File: src/rtl/ft232_pkg.sv
// Shared definitions for the FT232H burst transmit engine: header byte,
// FSM state encoding and skid-buffer depth.
package ft232_pkg;

    // Channel header byte is HDR_BASE with the channel index in the low nibble.
    localparam logic [7:0] HDR_BASE = 8'hA0;

    // Depth of the skid FIFO that absorbs RAM reads while TXE# is high.
    localparam int SKID_DEPTH = 2;

    typedef enum logic [2:0] {
        ST_IDLE  = 3'd0,
        ST_HDR   = 3'd1,
        ST_DATA  = 3'd2,
        ST_FLUSH = 3'd3,
        ST_DONE  = 3'd4
    } tx_state_e;

    function automatic logic [7:0] hdr_byte(input logic [3:0] ch);
        return HDR_BASE | {4'h0, ch};
    endfunction

endpackage

File: src/rtl/ft232_skid_fifo.sv
// Two-entry byte FIFO between the RAM read port and the FT232H output register.
// Push on a full FIFO is only honoured together with a pop; pop on empty is ignored.
module ft232_skid_fifo (
    input  logic       clk,
    input  logic       rst_n,
    input  logic       push_i,
    input  logic [7:0] din_i,
    input  logic       pop_i,
    output logic [7:0] dout_o,
    output logic [1:0] occ_o
);

    logic [7:0] slot_q [2];
    logic [7:0] slot_d [2];
    logic       rd_ptr_q, rd_ptr_d;
    logic       wr_ptr_q, wr_ptr_d;
    logic [1:0] occ_q, occ_d;
    logic       do_push, do_pop;

    assign do_pop  = pop_i && (occ_q != 2'd0);
    assign do_push = push_i && ((occ_q != 2'd2) || do_pop);

    // Next-state: write slot, pointer advance and occupancy update.
    always_comb begin
        slot_d   = slot_q;
        rd_ptr_d = rd_ptr_q;
        wr_ptr_d = wr_ptr_q;
        occ_d    = occ_q;
        if (do_push) begin
            slot_d[wr_ptr_q] = din_i;
            wr_ptr_d         = ~wr_ptr_q;
        end
        if (do_pop) begin
            rd_ptr_d = ~rd_ptr_q;
        end
        case ({do_push, do_pop})
            2'b10:   occ_d = occ_q + 2'd1;
            2'b01:   occ_d = occ_q - 2'd1;
            default: occ_d = occ_q;
        endcase
    end

    // Storage and pointer registers, cleared on reset.
    always_ff @(posedge clk or negedge rst_n) begin
        if (!rst_n) begin
            slot_q[0] <= 8'h00;
            slot_q[1] <= 8'h00;
            rd_ptr_q  <= 1'b0;
            wr_ptr_q  <= 1'b0;
            occ_q     <= 2'd0;
        end else begin
            slot_q[0] <= slot_d[0];
            slot_q[1] <= slot_d[1];
            rd_ptr_q  <= rd_ptr_d;
            wr_ptr_q  <= wr_ptr_d;
            occ_q     <= occ_d;
        end
    end

    assign dout_o = slot_q[rd_ptr_q];
    assign occ_o  = occ_q;

endmodule

File: src/rtl/ft232h_burst_tx.sv
// FT232H synchronous-FIFO transmit engine. Streams one burst from a RAM bank
// to ADBUS/WR#, throttled by TXE#, with optional header byte and SIWU# flush.
module ft232h_burst_tx
    import ft232_pkg::*;
#(
    parameter int ADDR_W      = 11,
    parameter int LEN_W       = 12,
    parameter int NUM_CH      = 4,
    parameter int CH_W        = 2,
    parameter bit HDR_EN      = 1'b1,
    parameter bit SIWU_EN     = 1'b1,
    parameter int DONE_CYCLES = 2
) (
    input  logic              clockout,
    input  logic              rst_n,
    output logic [7:0]        adbus,
    input  logic              txe_n,
    output logic              wr_n,
    output logic              siwu_n,
    output logic              rd_clk,
    output logic [CH_W-1:0]   rd_ch,
    output logic [ADDR_W-1:0] rd_addr,
    input  logic [7:0]        rd_data,
    input  logic              tr_go,
    input  logic [CH_W-1:0]   tr_ch,
    input  logic [LEN_W-1:0]  tr_len,
    output logic              tr_busy,
    output logic              tr_done,
    output logic              tr_err,
    output tx_state_e         dbg_state
);

    localparam logic [LEN_W-1:0] MAX_LEN = LEN_W'(2 ** ADDR_W);
    localparam logic [LEN_W-1:0] ONE_L   = LEN_W'(1);
    localparam int               DCNT_W  = (DONE_CYCLES > 1) ? $clog2(DONE_CYCLES) : 1;

    tx_state_e          state_q, state_d;
    logic [CH_W-1:0]    ch_q, ch_d;
    logic [LEN_W-1:0]   len_q, len_d;
    logic [LEN_W-1:0]   fetched_q, fetched_d;
    logic [LEN_W-1:0]   sent_q, sent_d;
    logic [ADDR_W-1:0]  addr_q, addr_d;
    logic               inflight_q, inflight_d;
    logic [7:0]         obuf_q, obuf_d;
    logic               wr_n_q, wr_n_d;
    logic               siwu_n_q, siwu_n_d;
    logic               err_q, err_d;
    logic [DCNT_W-1:0]  dcnt_q, dcnt_d;

    logic       go_ok, ch_ok, streaming;
    logic       ovalid, accept, out_free, load_out;
    logic       fetch_stream, fifo_push, fifo_pop;
    logic [7:0] fifo_dout;
    logic [1:0] fifo_occ;

    // Handshake: the output register holds a byte iff wr_n is low; the byte is
    // transferred on a rising edge where wr_n and txe_n are both low. While
    // txe_n is high, adbus and wr_n hold, so nothing is lost or repeated.
    assign ovalid   = !wr_n_q;
    assign accept   = ovalid && !txe_n;
    assign out_free = !ovalid || accept;

    // Channels beyond the populated banks are refused along with bad lengths.
    assign ch_ok = {{(32 - CH_W){1'b0}}, tr_ch} < 32'(NUM_CH);
    assign go_ok = tr_go && (state_q == ST_IDLE) && (tr_len != '0)
                   && (tr_len <= MAX_LEN) && ch_ok;

    assign streaming = (state_q == ST_HDR) || (state_q == ST_DATA);

    // The output register takes the oldest byte: FIFO head first, otherwise the
    // RAM word arriving this cycle (bypass keeps 1 byte/clock with no bubble).
    assign load_out  = streaming && out_free && ((fifo_occ != 2'd0) || inflight_q);
    assign fifo_pop  = load_out && (fifo_occ != 2'd0);
    assign fifo_push = inflight_q && !(load_out && (fifo_occ == 2'd0));

    // Keep at most SKID_DEPTH bytes either buffered or on their way from RAM.
    assign fetch_stream = streaming
                          && (({1'b0, fifo_occ} + {2'b00, inflight_q}) < 3'(SKID_DEPTH))
                          && (fetched_q < len_q);

    ft232_skid_fifo u_skid (
        .clk    (clockout),
        .rst_n  (rst_n),
        .push_i (fifo_push),
        .din_i  (rd_data),
        .pop_i  (fifo_pop),
        .dout_o (fifo_dout),
        .occ_o  (fifo_occ)
    );

    // FSM next state plus fetch, output-register and pulse next-state logic.
    always_comb begin
        state_d    = state_q;
        ch_d       = ch_q;
        len_d      = len_q;
        fetched_d  = fetched_q;
        sent_d     = sent_q;
        addr_d     = addr_q;
        inflight_d = go_ok || fetch_stream;
        obuf_d     = obuf_q;
        wr_n_d     = wr_n_q;
        err_d      = tr_go && !go_ok;
        dcnt_d     = dcnt_q;
        siwu_n_d   = 1'b1;

        if (load_out) begin
            obuf_d = (fifo_occ != 2'd0) ? fifo_dout : rd_data;
            wr_n_d = 1'b0;
        end else if (accept) begin
            wr_n_d = 1'b1;
        end

        // rd_addr only advances when another fetch will follow, so it parks on
        // the last address of the burst and never wraps on a full bank.
        if (fetch_stream) begin
            fetched_d = fetched_q + ONE_L;
            if ((fetched_q + ONE_L) < len_q) begin
                addr_d = addr_q + ADDR_W'(1);
            end
        end

        case (state_q)
            ST_IDLE: begin
                if (go_ok) begin
                    // Address 0 is read on this same edge, so count it as fetched.
                    ch_d      = tr_ch;
                    len_d     = tr_len;
                    fetched_d = ONE_L;
                    sent_d    = '0;
                    dcnt_d    = '0;
                    addr_d    = (tr_len > ONE_L) ? ADDR_W'(1) : '0;
                    if (HDR_EN) begin
                        obuf_d  = hdr_byte(4'(tr_ch));
                        wr_n_d  = 1'b0;
                        state_d = ST_HDR;
                    end else begin
                        state_d = ST_DATA;
                    end
                end
            end
            ST_HDR: begin
                if (accept) begin
                    state_d = ST_DATA;
                end
            end
            ST_DATA: begin
                if (accept) begin
                    sent_d = sent_q + ONE_L;
                    if ((sent_q + ONE_L) == len_q) begin
                        state_d = SIWU_EN ? ST_FLUSH : ST_DONE;
                    end
                end
            end
            ST_FLUSH: begin
                state_d = ST_DONE;
            end
            ST_DONE: begin
                if (dcnt_q == DCNT_W'(DONE_CYCLES - 1)) begin
                    state_d = ST_IDLE;
                    addr_d  = '0;
                    dcnt_d  = '0;
                end else begin
                    dcnt_d = dcnt_q + DCNT_W'(1);
                end
            end
            default: begin
                state_d = ST_IDLE;
            end
        endcase

        // SIWU# is low for exactly the single FLUSH cycle.
        if (state_d == ST_FLUSH) begin
            siwu_n_d = 1'b0;
        end
    end

    // State and datapath registers; reset aborts any burst without tr_done.
    always_ff @(posedge clockout or negedge rst_n) begin
        if (!rst_n) begin
            state_q    <= ST_IDLE;
            ch_q       <= '0;
            len_q      <= '0;
            fetched_q  <= '0;
            sent_q     <= '0;
            addr_q     <= '0;
            inflight_q <= 1'b0;
            obuf_q     <= 8'h00;
            wr_n_q     <= 1'b1;
            siwu_n_q   <= 1'b1;
            err_q      <= 1'b0;
            dcnt_q     <= '0;
        end else begin
            state_q    <= state_d;
            ch_q       <= ch_d;
            len_q      <= len_d;
            fetched_q  <= fetched_d;
            sent_q     <= sent_d;
            addr_q     <= addr_d;
            inflight_q <= inflight_d;
            obuf_q     <= obuf_d;
            wr_n_q     <= wr_n_d;
            siwu_n_q   <= siwu_n_d;
            err_q      <= err_d;
            dcnt_q     <= dcnt_d;
        end
    end

    assign adbus     = obuf_q;
    assign wr_n      = wr_n_q;
    assign siwu_n    = siwu_n_q;
    assign rd_clk    = clockout;
    assign rd_addr   = addr_q;
    // The first read is issued on the tr_go cycle, so the bank select follows
    // tr_ch then; afterwards it is the latched channel.
    assign rd_ch     = ((state_q == ST_IDLE) && tr_go) ? tr_ch : ch_q;
    assign tr_busy   = (state_q == ST_HDR) || (state_q == ST_DATA) || (state_q == ST_FLUSH);
    assign tr_done   = (state_q == ST_DONE);
    assign tr_err    = err_q;
    assign dbg_state = state_q;

endmodule
File: config.mk
export PLATFORM = sky130hd
export DESIGN_NAME = ft232h_burst_tx
export DESIGN_NICKNAME = d
export VERILOG_FILES = /design/src/rtl/ft232_pkg.sv /design/src/rtl/ft232_skid_fifo.sv /design/src/rtl/ft232h_burst_tx.sv
export SDC_FILE = /design/constraint.sdc
export NUM_CORES = 1
export LEC_CHECK = 0
export ABC_AREA = 1
export BUFFER_PORTS_ARGS = -buffer_cell sky130_fd_sc_hd__buf_2
export CAP_MARGIN = 20
export CORE_MARGIN = 2
export CORE_UTILIZATION = 55
export CTS_BUF_LIST = sky130_fd_sc_hd__clkbuf_4 sky130_fd_sc_hd__clkbuf_8
export CTS_CLUSTER_DIAMETER = 100
export DETAILED_ROUTE_END_ITERATION = 8
export PLACE_DENSITY_LB_ADDON = 0.1
export SLEW_MARGIN = 10
export SYNTH_ARGS = -nofsm -noshare
export SYNTH_HDL_FRONTEND = slang
export SYNTH_SLANG_ARGS = --single-unit
export TNS_END_PERCENT = 1
File: constraint.sdc
create_clock -name clockout -period 2.55 [get_ports clockout]
set_input_delay 0.3825 -clock clockout [delete_from_list [all_inputs] [get_ports clockout]]
set_output_delay 0.3825 -clock clockout [all_outputs]
set_load 0.005 [all_outputs]
Yosys cells after proc, flatten, opt, wreduce, memory -nomap -nowiden. Cells that the tools add are included.

Add/subtract/negate cells: 7. $lt $le $gt $ge: 8. Equal/unequal tests: 11. Mux-type cells: 38. Bitwise logic cells: 4. Reduce and logical (&&, ||, !) cells: 35.

Operator list (number): $mux 8 (8); $mux 12 (5); $mux 11 (4); $add 12x1->12 const B (2); $lt 12x12->1 (2); $pmux 12 s2 (1); $pmux 11 s2 (1); $bwmux 16 (1); $logic_and 1x1->1 (15); $mux 3 (5); $pmux 3 s5 (1); $eq 12x12->1 (1); $gt 12x1->1 const B (1); $le 12x12->1 const B (1); $reduce_bool 12->1 (1); $add 11x1->11 const B (1); $eq 3x2->1 const B (3); $demux 8 s1 (1); $mux 1 (8); $reduce_bool 2->1 (4); $logic_or 1x1->1 (6); $ne 2x2->1 const B (3); $ge 2x2->1 const B (2); $logic_not 1->1 (4); 19 further kinds (22).

Register bits: 85. Bits of input ports: 26. Output and inout bits: 30. Logic and storage cells: 120.

Logic depth before layout (Yosys ltp).
Depth after elaboration: 11. Gate-level depth with buffers: 20. Gate-level depth less buffers: 20.

Hierarchy. Synthesis repeated with hierarchy kept, for this count alone.

Cell total of the unflattened synthesis: 746. Area total of the unflattened synthesis: 5465.2 um^2.

Modules (own cells, without submodules): ft232h_burst_tx (times used 1, cells each 626, area an instance 4434.3 um^2); ft232_skid_fifo (times used 1, cells each 120, area an instance 1031.0 um^2).

==> summary.md <==
| Metric | Value |
|---|---|
| Status | finished, violations left |
| Failing checks | setup timing |
| Post-Syn Instances | 675 |
| Share of cells above drive strength 1 | 22.2% |
| Most used cell, CP | buf_4 |
| CP max-delay cell | dfrtp_1 |
| Via count | 4,779 |
| CP Max Fanout | 3 |
| Hold path start | tr_go |
| Vias in the first global route | 4,431 |
| DR iter-0 viols | 214 |
| Design Area, Final | 6210 sq um |
| CP Data Arrival Time | 3.22 ns |
| FF-to-FF End | rd_addr[1] |
| CP Capture Type | flop |
| Post-Route WL | 12,900 microns |
| Cell Pwr Density | 1180 nW/um^2 |
| Pin count of the biggest net entering global routing | 39 |
| Gr ovfl total | 0 |
| Final Hold Vio Count | 0 |
| Worst Hold End | tr_err |
| Latest clock arrival within the worst-skew pair | 0.47 ns |
| Worst R2R Setup Slack | -0.32 ns |
| TritonCTS clock tree | done |
| Number of remaining DRC errors | 0 |
| CORE AREA | 9150 sq um |
| RSZ-0062 raised after global routing | true |
| Max_cap viols | 0 |
| Commonest non-fill, non-tap cell in the layout | nand2_1 |
| PortBufs | 55 |
| Tot GR Track Use | 26.3% |
| Total of warnings raised by yosys | 0 |
| Max-slew violation count | 0 |
| Synth cell types | 40 |
| Worst slew margin | 49.7% |
| Post-synthesis sequential area ratio | 41.6% |
| Synthesis-to-finish area growth | 21.1% |
| Setup tns final | -2.96 ns |
| Placed cell areas | 5710 sq um |
| Antenna Cells | 0 |
| Leak | 3.27 nW |
| Worst path required time | 2.90 ns |
| Worst slew pin tran | 0.755 ns |
| First-pass GRT wire length | 20,900 microns |
| Worst Hold Class | primary input to flop |
| Worst-case reg-to-reg path depth | 17 |
| Post-synth net total | 727 |
| TritonRoute pass-1 iters | 6 |
| Die area | 10,100 sq um |
| Fin nets | 821 |
| Worst R2R Start | fetched_q[0] |
| Hold Path Cell Cnt | 3 |
| Most frequent cells in the layout | nand2_1 (189), inv_1 (85), dfrtp_1 (81), buf_2 (54), o21ai_0 (51) |
| # fillers | 793 |
| Synthesized area per cell | 7.59 sq um |
| Fmax | 349 MHz |
| Setup Skew | 0.0142 ns |
| Hpwl dp | 9490 microns |
| Antenna violations before repair | 0 |
| Number of synthesized register bits | 85 |
| Initial Util | 56.0% |
| Worst setup path category | flop to flop |
| Post-route clock period utilization | 112% |
| CP top delay family | simple AND/OR/NAND/NOR gates |
| WL per Instance | 14.6 microns |
| Reg clk slew, reported paths | 0.09 ns |
| Post-layout min period | 2.87 ns |
| CP bufs+invs | 6 |
| Setup-failing EPs final | 11 |
| CP Launch Type | flop |
| Post-DRT Antenna Nets | 0 |
| FP Rows | 35 |
| DR vias/cell | 5.40 |
| Die H | 101 microns |
| Stages on the worst setup path | 17 |
| DIE WIDTH | 101 microns |
| RePlAce Congestion | 0.891 |
| Maximum vdd ir drop | 0.000655 V |
| Slowest stage delay, CP | 0.42 ns |
| Num ports | 56 |
| Crit path from | fetched_q[0] |
| Crit path cell chain | nand3_2, buf_4, buf_4, or3_1, xor2_1, inv_1, ha_4, nand2_2, inv_1, nand2_1, nand2_2, a21oi_4, nand2_4, buf_12, buf_4, nor3_2, nor2_1 |
| Final WS setup | -0.316 ns |
| Mapped cell area | 5120 sq um |
-- layer usage --
metal / global-route usage [%] / vias up / part of all wire, %
met3: 4.79 / 29 / 5.1
met2: 42.3 / 132 / 47
met5: 0 / - / 0
met4: 9.91 / 0 / 2.2
li1: - / 2364 / -
met1: 35.7 / 2254 / 46
-- tightest hold or removal path, stage by stage --
cell,delay (ns)
buf_2,0.11
inv_1,0.04
nor2_1,0.03
-- Yosys cell counts, drive strengths merged --
cell type | instances | share of area [%]
nand2 | 204 | 15
dfstp | 2 | 1.0
mux2 | 2 | 0.44
nor3b | 2 | 0.29
a22o | 3 | 0.51
nand3b | 1 | 0.15
a21boi | 1 | 0.15
nand4 | 15 | 1.8
buf | 7 | 1.1
clkinv | 1 | 0.073
nor2 | 53 | 4.3
o21ai | 70 | 7.6
o211ai | 6 | 0.88
inv | 89 | 6.5
or2 | 2 | 0.24
and2 | 1 | 0.12
a21oi | 19 | 1.9
or3 | 1 | 0.12
o22ai | 5 | 0.61
ha | 26 | 6.3
dfrtp | 83 | 41
xnor2 | 5 | 0.85
xor2 | 20 | 3.4
nor3 | 10 | 0.98
clkbuf | 8 | 0.59
nand3 | 36 | 3.6
o21bai | 1 | 0.15
o31ai | 2 | 0.29
-- power by group --
group	leakage, nW	total [W]	internal (W)	switching [W]
Combinational	2.06	0.00400	0.00160	0.00239
Clock	0.119	0.00106	0.000499	0.000558
Sequential	1.10	0.00225	0.00182	0.000428
Total	3.27	0.00730	0.00392	0.00338
-- kinds of logic (layout without fill, tap and decap cells) --
logic type,count (synthesis),count (layout),share of synthesized area (%)
AO/OA/AOI/OAI,107,107,12.0
XOR/XNOR,25,25,4.27
adder cells (fa/ha/maj),26,26,6.35
buffers and inverters,105,203,8.33
flip-flops,85,85,41.6
multiplexers,2,2,0.440
AND/OR/NAND/NOR,325,326,27.0
-- sequential cells by signal (all words and copies together), names as in the netlist --
| name | flops |
|---|---|
| u_skid.wr_ptr_q | 1 |
| dbg_state | 3 |
| dcnt_q | 1 |
| len_q | 12 |
| u_skid.rd_ptr_q | 1 |
| wr_n | 1 |
| tr_err | 1 |
| u_skid.occ_o | 2 |
| u_skid.slot_q | 16 |
| ch_q | 2 |
| siwu_n | 1 |
| fetched_q | 12 |
| sent_q | 12 |
| rd_addr | 11 |
| adbus | 8 |
| inflight_q | 1 |
-- cell type report --
class	instances	area, sq um	area share, %
Timing Repair Buffer	93	597	9.61
Sequential cell	85	2130	34.3
Clock inverter	6	43.8	0.706
Tap cell	111	139	2.24
Multi-Input combinational cell	486	2770	44.6
Clock buffer	14	184	2.96
Inverter	90	343	5.52
-- worst max-delay path by stage --
stage | to | slack (ns)
final | rd_addr[1] | -0.32
after detailed placement | rd_addr[6] | -0.32
after global placement | rd_addr[7] | -0.19
after global routing | rd_addr[0] | -0.49
after floorplan | rd_addr[4] | -0.06
after CTS | rd_addr[6] | -0.26
-- metrics by stage --
stage	cells	total power, W	utilization [%]	hold WS (ns)	setup slack (ns)
after floorplan	675	0.00461	-	0.0869	-0.0619
after global placement	855	0.00555	62.4	0.376	-0.194
after detailed placement	855	0.00571	62.4	0.382	-0.324
after CTS	881	0.00691	65.9	0.132	-0.260
after global routing	885	0.00790	67.8	0.159	-0.488
final	885	0.00730	67.8	0.141	-0.316
-- timing repair --
action,4_1_cts,5_1_grt
setup endpoints to repair,11,24
cloned,1,0
hold endpoints to repair,35,0
pin swaps,11,20
buffers inserted,5,4
hold buffers,1,0
gates resized for setup,10,30
Note: power is estimated with default switching activity, not from simulation.
